<file path="src/rtl/brcomp_pkg.sv">
// Shared definitions for the branch-compare arbiter.
//   - state_t      : arbiter FSM state encoding
//   - DEF_N        : default operand width
//   - DEF_LAT      : default comparator latency in cycles
//   - cnt_width()  : width of the wait counter for a given latency (>= 1 bit)
package brcomp_pkg;

    localparam int DEF_N   = 32;
    localparam int DEF_LAT = 1;

    typedef enum logic [1:0] {
        ST_IDLE = 2'd0,
        ST_WAIT = 2'd1,
        ST_RESP = 2'd2
    } state_t;

    // Enough bits to hold the value LAT; a zero-latency build still needs one bit.
    function automatic int cnt_width(input int lat);
        return (lat < 1) ? 1 : $clog2(lat + 1);
    endfunction

endpackage

</file>
<file path="src/rtl/brcomp_rr_arb2.sv">
// Two-way round-robin picker (purely combinational).
//   valid[1:0]  : request lines
//   last_grant  : index granted most recently
//   grant       : chosen index (meaningful when grant_valid=1)
//   grant_valid : at least one request present
module rr_arb2
    import brcomp_pkg::*;
(
    input  logic [1:0] valid,
    input  logic       last_grant,
    output logic       grant,
    output logic       grant_valid
);

    always_comb begin
        grant_valid = |valid;
        grant       = 1'b0;
        case (valid)
            2'b01:   grant = 1'b0;
            2'b10:   grant = 1'b1;
            // On a tie the requester that did not win last time goes next.
            2'b11:   grant = ~last_grant;
            default: grant = 1'b0;
        endcase
    end

endmodule

</file>
<file path="src/rtl/brcomp_arb.sv">
// Arbitrates two requesters onto one shared external comparator, with exactly
// one compare in flight.
//   clk_i, rst_i                : clock, synchronous active-high reset
//   reqK_valid_i / reqK_ready_o : request handshake for requester K (0,1)
//   reqK_rs1_i/rs2_i/signed_i   : operands and signedness of requester K
//   rspK_valid_o / rspK_ready_i : response handshake for requester K
//   rsp_less_o, rsp_equal_o     : captured comparator result
//   cmp_rs1_o/rs2_o/signed_o    : operands driven to the external comparator
//   cmp_less_i, cmp_equal_i     : comparator results (valid LAT cycles later)
//   busy_o                      : FSM is not idle
module brcomp_arb
    import brcomp_pkg::*;
#(
    parameter int N   = DEF_N,
    parameter int LAT = DEF_LAT
) (
    input  logic         clk_i,
    input  logic         rst_i,
    input  logic         req0_valid_i,
    output logic         req0_ready_o,
    input  logic [N-1:0] req0_rs1_i,
    input  logic [N-1:0] req0_rs2_i,
    input  logic         req0_signed_i,
    input  logic         req1_valid_i,
    output logic         req1_ready_o,
    input  logic [N-1:0] req1_rs1_i,
    input  logic [N-1:0] req1_rs2_i,
    input  logic         req1_signed_i,
    output logic         rsp0_valid_o,
    input  logic         rsp0_ready_i,
    output logic         rsp1_valid_o,
    input  logic         rsp1_ready_i,
    output logic         rsp_less_o,
    output logic         rsp_equal_o,
    output logic [N-1:0] cmp_rs1_o,
    output logic [N-1:0] cmp_rs2_o,
    output logic         cmp_signed_o,
    input  logic         cmp_less_i,
    input  logic         cmp_equal_i,
    output logic         busy_o
);

    localparam int             CW      = cnt_width(LAT);
    localparam logic [CW-1:0]  LAT_CNT = CW'(LAT);

    state_t        r_state;
    logic [N-1:0]  r_rs1;
    logic [N-1:0]  r_rs2;
    logic          r_signed;
    logic          r_owner;
    logic          r_last_grant;
    logic          r_less;
    logic          r_equal;
    logic [CW-1:0] r_cnt;

    logic          w_grant;
    logic          w_grant_valid;
    logic          w_idle;
    logic          w_req_hs;
    logic          w_rsp_hs;
    logic          w_in_resp;
    logic [N-1:0]  w_sel_rs1;
    logic [N-1:0]  w_sel_rs2;
    logic          w_sel_signed;

    rr_arb2 u_rr_arb2 (
        .valid       ({req1_valid_i, req0_valid_i}),
        .last_grant  (r_last_grant),
        .grant       (w_grant),
        .grant_valid (w_grant_valid)
    );

    // Ready is combinational so a request can be taken in the same cycle it
    // appears; it is held off while reset is asserted.
    assign w_idle       = (r_state == ST_IDLE) && !rst_i;
    assign req0_ready_o = w_idle && w_grant_valid && !w_grant;
    assign req1_ready_o = w_idle && w_grant_valid &&  w_grant;
    assign w_req_hs     = (req0_ready_o && req0_valid_i) || (req1_ready_o && req1_valid_i);

    assign w_sel_rs1    = w_grant ? req1_rs1_i    : req0_rs1_i;
    assign w_sel_rs2    = w_grant ? req1_rs2_i    : req0_rs2_i;
    assign w_sel_signed = w_grant ? req1_signed_i : req0_signed_i;

    assign w_in_resp = (r_state == ST_RESP) && !rst_i;
    assign w_rsp_hs  = w_in_resp && (r_owner ? rsp1_ready_i : rsp0_ready_i);

    always_ff @(posedge clk_i) begin
        if (rst_i) begin
            r_state      <= ST_IDLE;
            r_rs1        <= '0;
            r_rs2        <= '0;
            r_signed     <= 1'b0;
            r_owner      <= 1'b0;
            r_last_grant <= 1'b1;   // makes requester 0 win the first tie
            r_less       <= 1'b0;
            r_equal      <= 1'b0;
            r_cnt        <= '0;
        end else begin
            case (r_state)
                ST_IDLE: begin
                    if (w_req_hs) begin
                        r_rs1    <= w_sel_rs1;
                        r_rs2    <= w_sel_rs2;
                        r_signed <= w_sel_signed;
                        r_owner  <= w_grant;
                        r_cnt    <= LAT_CNT;
                        r_state  <= ST_WAIT;
                    end
                end
                ST_WAIT: begin
                    // Counts LAT..0, so WAIT spans LAT+1 cycles and the
                    // comparator has seen stable operands for LAT cycles.
                    if (r_cnt == '0) begin
                        r_less  <= cmp_less_i;
                        r_equal <= cmp_equal_i;
                        r_state <= ST_RESP;
                    end else begin
                        r_cnt <= r_cnt - 1'b1;
                    end
                end
                ST_RESP: begin
                    if (w_rsp_hs) begin
                        r_last_grant <= r_owner;
                        r_state      <= ST_IDLE;
                    end
                end
                default: r_state <= ST_IDLE;
            endcase
        end
    end

    assign rsp0_valid_o = w_in_resp && !r_owner;
    assign rsp1_valid_o = w_in_resp &&  r_owner;
    assign rsp_less_o   = r_less;
    assign rsp_equal_o  = r_equal;
    assign cmp_rs1_o    = r_rs1;
    assign cmp_rs2_o    = r_rs2;
    assign cmp_signed_o = r_signed;
    assign busy_o       = (r_state != ST_IDLE) && !rst_i;

endmodule

</file>
<file path="config.mk">
export PLATFORM = sky130hd
export DESIGN_NAME = brcomp_arb
export DESIGN_NICKNAME = d
export VERILOG_FILES = /design/src/rtl/brcomp_pkg.sv /design/src/rtl/brcomp_rr_arb2.sv /design/src/rtl/brcomp_arb.sv
export SDC_FILE = /design/constraint.sdc
export NUM_CORES = 1
export LEC_CHECK = 0
export CAP_MARGIN = 20
export CORE_ASPECT_RATIO = 1.2
export CORE_MARGIN = 2
export CORE_UTILIZATION = 35
export DETAILED_ROUTE_END_ITERATION = 6
export GPL_ROUTABILITY_DRIVEN = 1
export PLACE_DENSITY_LB_ADDON = 0.2
export SYNTH_ARGS = -nofsm -noshare
export SYNTH_HDL_FRONTEND = slang
export SYNTH_SLANG_ARGS = --single-unit
</file>
<file path="constraint.sdc">
create_clock -name clk_i -period 2.05 [get_ports clk_i]
set_clock_uncertainty 0.1 [all_clocks]
set_input_delay 0.41 -clock clk_i [delete_from_list [all_inputs] [get_ports clk_i]]
set_output_delay 0.41 -clock clk_i [all_outputs]
set_load 0.01 [all_outputs]
</file>
Yosys cells after proc, flatten, opt, wreduce, memory -nomap -nowiden
Index checks and enable logic that the tools add are counted.

operators by class
  add/subtract/negate cells = 1
  bitwise logic cells = 2
  equal/unequal tests = 7
  reduce and logical (&&, ||, !) cells = 24
  muxes and demuxes = 12

operator list
  operator                                              count
  2-to-1 mux 32 bit                                     2
  logical AND 1 bit                                     11
  AND reduction 2 bit                                   4
  equality test 2 bit (second input constant)           3
  2-to-1 mux 2 bit                                      3
  != test 2 bit (second input constant)                 3
  one-hot mux 2 bit (3 select lines)                    1
  2-to-1 mux 1 bit                                      4
  one-hot mux 1 bit (2 select lines)                    2
  nonzero test 2 bit                                    2
  logical NOT 1 bit                                     3
  AND reduction 3 bit                                   1
  equality test 2 x 1 -> 1 bit (second input constant)  1
  logical NOT 2 bit                                     1
  inverter 1 bit                                        2
  OR reduction 2 bit                                    1
  logical OR 1 bit                                      1
  subtractor 1 bit (second input constant)              1

word-level totals
  word-level logic and storage cells = 55
  register bits = 72
  bits of input ports = 138
  output and inout port bits = 72

Depth between registers and ports, before layout
Gate-level depths: netlist (run 1).

  depth after elaboration = 8
  depth in mapped cells = 6
  gate-level depth less buffers = 3

Cells and area by module
Synthesis (run 1) repeated with hierarchy kept, for this count alone.

second synthesis, totals
  cell total of the unflattened synthesis = 340
  area total of the unflattened synthesis = 3621.0 um^2

by module, submodules not included
  module      area each (um^2)  sequential area each (um^2)  times used  cells an instance
  brcomp_arb  3607.2            1441.4                       1           338
  rr_arb2     13.8              0.0                          1           2

Least setup slack after synthesis (run 1)
Ideal clock, no wire load.

  kind = register to output
  start point = reg r_state[0]
  end point = out req0_ready_o
  data required time = 1.540 ns
  arrival time = 1.129 ns
  buffers on the path = 3
  cell stages (with the launch flop) = 6
  slack = 0.411 ns
  cell sequence = dfxtp_1 > buf_2 > nor3_4 > and3_1 > buf_6 > buf_6

on the way
  word-level cells in the longest chain between the ends = 4

RTL lines
  item                            RTL line           source
  start: declaration              brcomp_arb.sv:46   state_t r_state;
  start signal: assignment        brcomp_arb.sv:89   r_state <= ST_IDLE;
  start signal: assignment        brcomp_arb.sv:107  r_state <= ST_WAIT;
  start signal: assignment        brcomp_arb.sv:116  r_state <= ST_RESP;
  logical NOT 2 bit               brcomp_arb.sv:75   assign w_idle = (r_state == ST_IDLE) && !rst_i;
  logical AND 1 bit               brcomp_arb.sv:75
  logical AND 1 bit (2 in a row)  brcomp_arb.sv:76   assign req0_ready_o = w_idle && w_grant_valid && !w_grant;
  end: declaration                brcomp_arb.sv:20   output logic req0_ready_o,

Every way passes these cells.

Worst setup path after layout (run 1)
  start point = reg r_last_grant
  end point = out req0_ready_o

on the way
  word-level cells in the longest chain between the ends = 4

RTL lines
  item                                RTL line              source
  start: declaration                  brcomp_arb.sv:51      logic r_last_grant;
  start signal: assignment            brcomp_arb.sv:123     r_last_grant <= r_owner;
  inverter 1 bit                      brcomp_rr_arb2.sv:22  2'b11: grant = ~last_grant;
  one-hot mux 1 bit (2 select lines)  brcomp_rr_arb2.sv:18  case (valid)
  logical NOT 1 bit                   brcomp_arb.sv:76
  logical AND 1 bit                   brcomp_arb.sv:76

Every way passes these cells.

==> flow_summary.toml, run 1 <==
[timing]
finalCritPeriodShare_pct = 96.0
maxSlewViolCount = 0
rsz0062_at_grt = "no"
fin_crit_ns = 1.97
setup_viol = 0
max_slew.worst_pin.slew_ns = 0.685
fmax_mhz = 508
tns_ns = 0
hold_viol = 0
relSlewSlack_pct = 54.2

[place]
hpwl_um = 7660
io_buffers = 209
dp.cells = 600
gp_congestion = 0.773

[clock_tree]
root_buffer = "clkbuf_8"
cts-resized-gates = 11
cts_setup_buffers = 0
cts_tree = "yes"
clk_latency_ns = 0.35
htree_levels = 3
cts_buffers = 9
clk_pin_slew_ns = 0.07
clock_sinks = 72
cts_hold_buffers = 0
clock_path_buffers = 2

[die]
dieWidth_um = 88.2
dieHeight_um = 105
die_area_mm2 = 0.00927
core_region_area_mm2 = 0.00820
start_util_pct = 36.3
placementRows = 36
io_pins = 210

[setup_path]
arrival_ns = 1.46
slowest_stage = "dfxtp_1"
worst_setup_path_end_kind = "primary output"
critPathRequiredTime_ns = 1.54
crit_path_start = "r_last_grant$_SDFFE_PP1P_"
crit_fanout = 4
cp-start-kind = "flip-flop"
crit_type = "flip-flop to primary output"
cp_cell_sequence = "nand2b_1, and3_2, dlygate4sd2_1"
rr_startpoint = "r_last_grant$_SDFFE_PP1P_"
slowest_delay_ns = 0.45

[logic_synthesis]
yosysTopAreaCell = "dfxtp_1"
synth_edf_count = 0
avgSynthCellArea_um2 = 10.2
synth_area_mm2 = 0.00298
yosys-top-cells-area = "dfxtp_1 48%, a221o_1 18%, and3_1 11%, a31oi_1 2.5%, nand4_1 2.5%"
yosysMostFrequentCell = "dfxtp_1"
async_flop_share_pct = 0
ys_seq_elements = 72
ys_warn_count = 0
yosysSeqAreaShare_pct = 48.4
syn_nets = 429
synth_cell_types = 30
ys_top_cells_by_count = "72 x dfxtp_1, 54 x and3_1, 53 x a221o_1"
synthCells = 291
synth_top_cell_area_share_pct = 48.4
ys.flop_type = "dfxtp_1"

[finish]
diodes = 0
final_nets = 635
instances_no_fill = 616
syn2layout_area_growth_pct = 82.3
nFillCells = 712
drive_above_1_share_pct = 8.17

[routing]
routed_wl_um = 10800
wl_per_cell_um = 17.5
drt-initial-drc-count = 113
ant_nets = 0
dr.pass1.iters = 4
vias = 3310
viasPerCell = 5.37
drc = 0

[global_route]
grt_overflow_total = 0
grt_max_degree = 78
antenna_found_initial = 0
grt_pass1_vias = 3266
grt_use_total_pct = 22.7
grt_pass1_wl_um = 16400

[power_and_ir_drop]
ir_drop_mv = 0.458
finalPower_mw = 4.01
p_leak_nw = 2.25
p_per_area_mw_per_mm2 = 738

[job]
maxCapViolCount = 0

[run_status]
outcome = "finished clean"

[min_path]
min-delay-start = "cmp_rs1_o[27]$_SDFFE_PP0P_"
hp-class = "flip-flop to flip-flop"
[final cells by class]
class	count	area (µm²)	share of cell area (%)
repair buffers	228	2260	41.6
flip-flops and latches	72	1450	26.6
multi-input cells	185	1370	25.1
well taps	114	143	2.63
inverters	1	3.75	0.0691
clock buffers	13	149	2.74
clock inverters	3	65.1	1.20
[power by group]
part           internal [mW]  switching [mW]
Sequential              1.56          0.0954
Combinational          0.672           0.434
Clock                  0.719           0.528
[per-stage QoR]
step / worst slack, ns / util [%] / hold slack [ns] / area [µm²]
CTS: 0.00376 / 66.2 / 0.392 / 5430
global route: 0.000872 / 66.2 / 0.404 / 5430
global placement: -0.351 / 63.6 / 0.368 / 5210
detailed placement: -0.364 / 63.6 / 0.366 / 5210
floorplan: 0.411 / - / 0.399 / 2980
finish: 0.0824 / 66.2 / 0.386 / 5430
[path summary, 6_finish.rpt]
check | to | slack [ns] | depth (start not counted)
worst max-delay path | req0_ready_o | 0.08 | 3
worst min-delay path | cmp_rs1_o[27]$_SDFFE_PP0P_ | 0.39 | 1
worst max register to register | cmp_rs1_o[2]$_SDFFE_PP0P_ | 0.29 | 4
worst min register to register | cmp_rs1_o[27]$_SDFFE_PP0P_ | 0.39 | 1
[worst max-delay path, delay by kind of cell (launching register included)]
kind,cells,cell delay [ns]
buffers and inverters,1,0.28
AND/OR/NAND/NOR,2,0.37
flip-flops,1,0.45
[logic make-up after synthesis]
family | share of synthesized area, %
muxes | 1.34
DFF | 48.4
buffers and inverters | 6.30
and+or+nand+nor | 19.4
AOI/OAI and AO/OA | 24.6
[cells in the final DEF, fill, tap and decap left out, types with 10 or more instances in the layout]
cell type,instances
clkdlybuf4s50_1,201
dfxtp_1,70
and3_1,53
a221o_1,53
buf_4,17
nand4_1,12
nand3_1,12
o21ai_0,12
a31oi_1,12
clkbuf_8,10
[per-layer routing]
metal / up-vias / part of all wire (%) / track usage [%]
li1: 1565 / - / -
met1: 1574 / 39 / 26.3
met2: 151 / 50 / 38.1
met3: 20 / 8.5 / 6.87
met4: 0 / 2.1 / 9.09
met5: - / 0 / 0
[sequential cells by signal (all words and copies together) (netlist names)]
signal,count
cmp_rs1_o,32
cmp_rs2_o,32
r_state,2
cmp_signed_o,1
r_cnt,1
r_last_grant,1
r_owner,1
rsp_equal_o,1
rsp_less_o,1
No activity file was read; power rests on OpenSTA's default activity.
==> run 2: changes to the inputs <==
Settings changed: CTS_CLUSTER_SIZE set to 16.
==> results of run 2 <==
The final DEF is identical to that of run 1; final timing and power are the same.
==> RTL change 1: new RTL, config.mk and constraints of run 2 <==
The package constant `DEF_N` goes from 32 to 16.
--- a/src/rtl/brcomp_pkg.sv
+++ b/src/rtl/brcomp_pkg.sv
@@ -6,5 +6,5 @@
 package brcomp_pkg;
 
-    localparam int DEF_N   = 32;
+    localparam int DEF_N   = 16;
     localparam int DEF_LAT = 1;
 
Interface: changed (6 resized); port bits go from 210 to 114. The function was not compared with the original's and may differ.
==> RTL change 1 against run 2 <==
- synthesized area is 29% lower
- via count decreased by 40%
- routed wire length fell by 47%
- cell count is 37% lower
- utilization decreased by 9.5 points
- worst setup slack improved by 0.067 ns
- critical endpoint is now req1_ready_o
- first-iteration DRC count rose by 3.5%
- design area is 38% lower
- worst hold slack worse by 0.096 ns
- power fell by 44%
- sequential cell count decreased by 32
==> RTL change 1: results (changes against run 2) <==
The critical path startpoint is r_state[1]. The compound-cell area share of the yosys netlist came to 30.8% (+6.3 points). The TritonCTS buffer count came out at 5 (-4). The total instance count after detailed placement is 384 (-36%). The number of cells on the worst hold path came out at 2 (+1). The share of Yosys cell area claimed by the top area cell type came out at 38.0% (-10 points). The post-route minimum period is 1.90 ns (-0.0669 ns). The power share of the clock group came out at 22.4% (-8.7 points).

The count of input and output buffers is 113 (-46%). The setup slack on the worst flop-to-flop path was 0.40 ns (+0.11 ns). The overall fraction of global-route tracks in use is 16.9% (-5.7 points).

The via count of the first global-routing pass came out at 1924 (-41%). The run finished with clean final reports. The mean routed wirelength per cell is 14.7 microns (-16%). The class of the worst hold path is input port to register.

The number of violations reported at the end of detailed-routing iteration 0 came out at 117 (+3.5%). The average footprint of a synthesized cell is 10.7 sq um (+4.6%). The final weighted congestion in routability-driven placement came to 0.761 (-1.6%). The worst register-to-register path begins at r_state[0].

The post-CTS resize count is 15 (+4). The detailed-placement wirelength estimate came to 4.00 mm (-48%). The clock group power was 0.499 mW (-60%). The logic depth of the worst register-to-register path came out at 6 (+2). The launch instance of the worst min-delay path is rst_i. For hold timing, the worst endpoint is r_cnt. The post-synthesis cell type count is 27 (-10%).

The share of synthesized area occupied by flip-flops and latches is 38.0% (-10 points). The filler cell count came out at 539 (-24%). The maximum vdd ir drop came to 420 uV (-8.3%). In the post-synthesis netlist, the biggest area contributors are sky130_fd_sc_hd__dfxtp_1 (38%), sky130_fd_sc_hd__mux2i_1 (17%), sky130_fd_sc_hd__a211oi_2 (16%), sky130_fd_sc_hd__a31oi_1 (9.2%), sky130_fd_sc_hd__buf_12 (2.8%). The non-filler instance count after layout is 391 (-37%).

The synthesized netlist net count is 271 (-37%).
[RTL change 1: worst max-delay path: stages (launching register included)]
cell and delay, ns:
sky130_fd_sc_hd__dfxtp_2 0.34, sky130_fd_sc_hd__or2_1 0.25, sky130_fd_sc_hd__nor3_4 0.13, sky130_fd_sc_hd__and2_4 0.17, sky130_fd_sc_hd__clkdlybuf4s15_2 0.22
[RTL change 1: cell type report]
cell class / count / share of cell area [%]
multi-input combinational: 132 / 33.9
inverter: 2 / 0.223
tap: 82 / 3.05
clock buffer: 6 / 2.16
timing repair buffer: 128 / 36.7
sequential: 40 / 23.8
clock inverter: 1 / 0.149
[RTL change 1: per-layer routing]
| layer | share of wire, % | GRT usage, % | vias up |
|---|---|---|---|
| met2 | 48 | 29.4 | 72 |
| met4 | 0.45 | 3.90 | 0 |
| met3 | 8.3 | 4.51 | 2 |
| li1 | - | - | 978 |
| met5 | 0 | 0 | - |
| met1 | 44 | 20.8 | 921 |
==> RTL change 2: new RTL, flow settings as in run 2 <==
Without the edit above. The 3 states of `state_t` get a one-hot encoding in 3 bits.
--- a/src/rtl/brcomp_pkg.sv
+++ b/src/rtl/brcomp_pkg.sv
@@ -9,8 +9,8 @@
     localparam int DEF_LAT = 1;
 
-    typedef enum logic [1:0] {
-        ST_IDLE = 2'd0,
-        ST_WAIT = 2'd1,
-        ST_RESP = 2'd2
+    typedef enum logic [2:0] {
+        ST_IDLE = 3'b001,
+        ST_WAIT = 3'b010,
+        ST_RESP = 3'b100
     } state_t;
 
Formal check against the unedited RTL: no difference found for any inputs over 10 cycles, from zero or initial values and one cycle with rst_i high; not proved beyond that.
==> RTL change 2 against run 2 <==
- routed wire length is 11% higher
- cell count up 20%
- worst hold slack gained 0.0053 ns
- power increased by 8.0%
- via count rose by 18%
- sequential cell count up 1
- design area grew 6.0%
- critical path type unchanged
- worst setup slack improved by 0.0045 ns
- sequential power is 5% higher
- synthesized area rose by 11%
- clock power decreased by 21%
- combinational power rose by 45%
==> RTL change 2: results (changes against run 2) <==
The global-route track usage on met1 came out at 26.5% (+0.18 points). The final weighted congestion in routability-driven placement was 0.740 (-4.3%). The leakage dissipation is 2.12 nW (-5.8%).

The multiplexer share of the synthesized area came to 0.946% (-0.40 points). The maximum vdd ir drop came out at 625 uV (+36%). The cell-internal power is 2.96 mW (+0.53%). The number of violations reported at the end of detailed-routing iteration 0 is 155 (+37%). The largest net degree at the start of global routing is 66 (-15%). The post-route core utilization is 63.0% (-3.2 points). The met2 track demand over resource in global routing came out at 39.8% (+1.7 points). The total instance count after detailed placement is 727 (+21%). The maximum net fanout on the critical path came out at 3 (-1). The worst hold path terminates at r_cnt. The total number of sequential cells came out at 73 (+1.4%). The synthesized netlist net count is 555 (+29%).

The part of the cycle the worst path needs is 95.8% (-0.22 points). The sequential share of power came out at 40.0% (-1.3 points). The met3 usage in global routing came out at 5.80% (-1.1 points). The post-placement setup slack is -0.299 ns (+0.0649 ns). The startpoint identified for the worst register-to-register timing path is r_state[2]. The detailed-placement wirelength estimate came out at 8.24 mm (+7.6%).

The compound-cell area share of the yosys netlist was 30.1% (+5.5 points). The global-route wire length before repair is 19.1 mm (+16%). The area of the mapped netlist is 3310 sq um (+11%). The average footprint of a synthesized cell came to 7.93 sq um (-23%). The mean routed wirelength per cell is 16.1 microns (-7.9%).

The area of all sequential standard cells came out at 1460 sq um (+1.0%). The share of synthesized area occupied by flip-flops and latches is 44.2% (-4.2 points). The multi-input logic cell count is 298 (+61%). After synthesis, the most frequently instantiated cells are sky130_fd_sc_hd__nand2_1 (134), sky130_fd_sc_hd__dfxtp_1 (73), sky130_fd_sc_hd__a21oi_1 (70), sky130_fd_sc_hd__a311oi_1 (65), sky130_fd_sc_hd__buf_2 (23). The setup slack on the worst flop-to-flop path is 0.14 ns (-0.15 ns). The number of vias per cell is 5.28 (-1.7%). The number of cells on the worst hold path came to 2 (+1).

The post-synthesis cell type count is 25 (-17%). The worst relative slew slack is 66.4% (+12 points). The switching fraction of total power came out at 31.5% (+5.1 points).

The routed length on met1 is 4.79 mm (+12%). The top cell family by delay on the critical path is simple AND/OR/NAND/NOR gates. The met2 wire length is 5.91 mm (+9.7%). The via count of the first global-routing pass came to 3935 (+20%). The run finished with clean final reports. The logic depth of the worst register-to-register path is 7 (+3). The fraction of layout instances using a drive strength above 1 is 8.52% (+0.35 points). The reg-to-reg critical path endpoint is cmp_rs2_o[17]. The fraction of area in multi-input gates came out at 28.8% (+3.7 points).
==> RTL change 2: cell count changes after synthesis, moves of 4 or more <==
| cell | before | now |
|---|---|---|
| sky130_fd_sc_hd__o21ai_0 | 12 | 4 |
| sky130_fd_sc_hd__a31oi_1 | 12 | 0 |
| sky130_fd_sc_hd__and3_1 | 54 | 0 |
| sky130_fd_sc_hd__a221o_1 | 53 | 0 |
| sky130_fd_sc_hd__buf_6 | 6 | 0 |
| sky130_fd_sc_hd__a311oi_1 | 0 | 65 |
| sky130_fd_sc_hd__nand2_1 | 0 | 134 |
| sky130_fd_sc_hd__nand4_1 | 12 | 0 |
| sky130_fd_sc_hd__buf_2 | 9 | 23 |
| sky130_fd_sc_hd__buf_4 | 1 | 5 |
| sky130_fd_sc_hd__a21oi_1 | 4 | 70 |
| sky130_fd_sc_hd__nand3_1 | 12 | 0 |
==> RTL change 2: cell families after synthesis <==
group                  count (synthesis)
buffers and inverters                 46
AOI/OAI and AO/OA                    145
and+or+nand+nor                      150
muxes                                  3
DFF                                   73
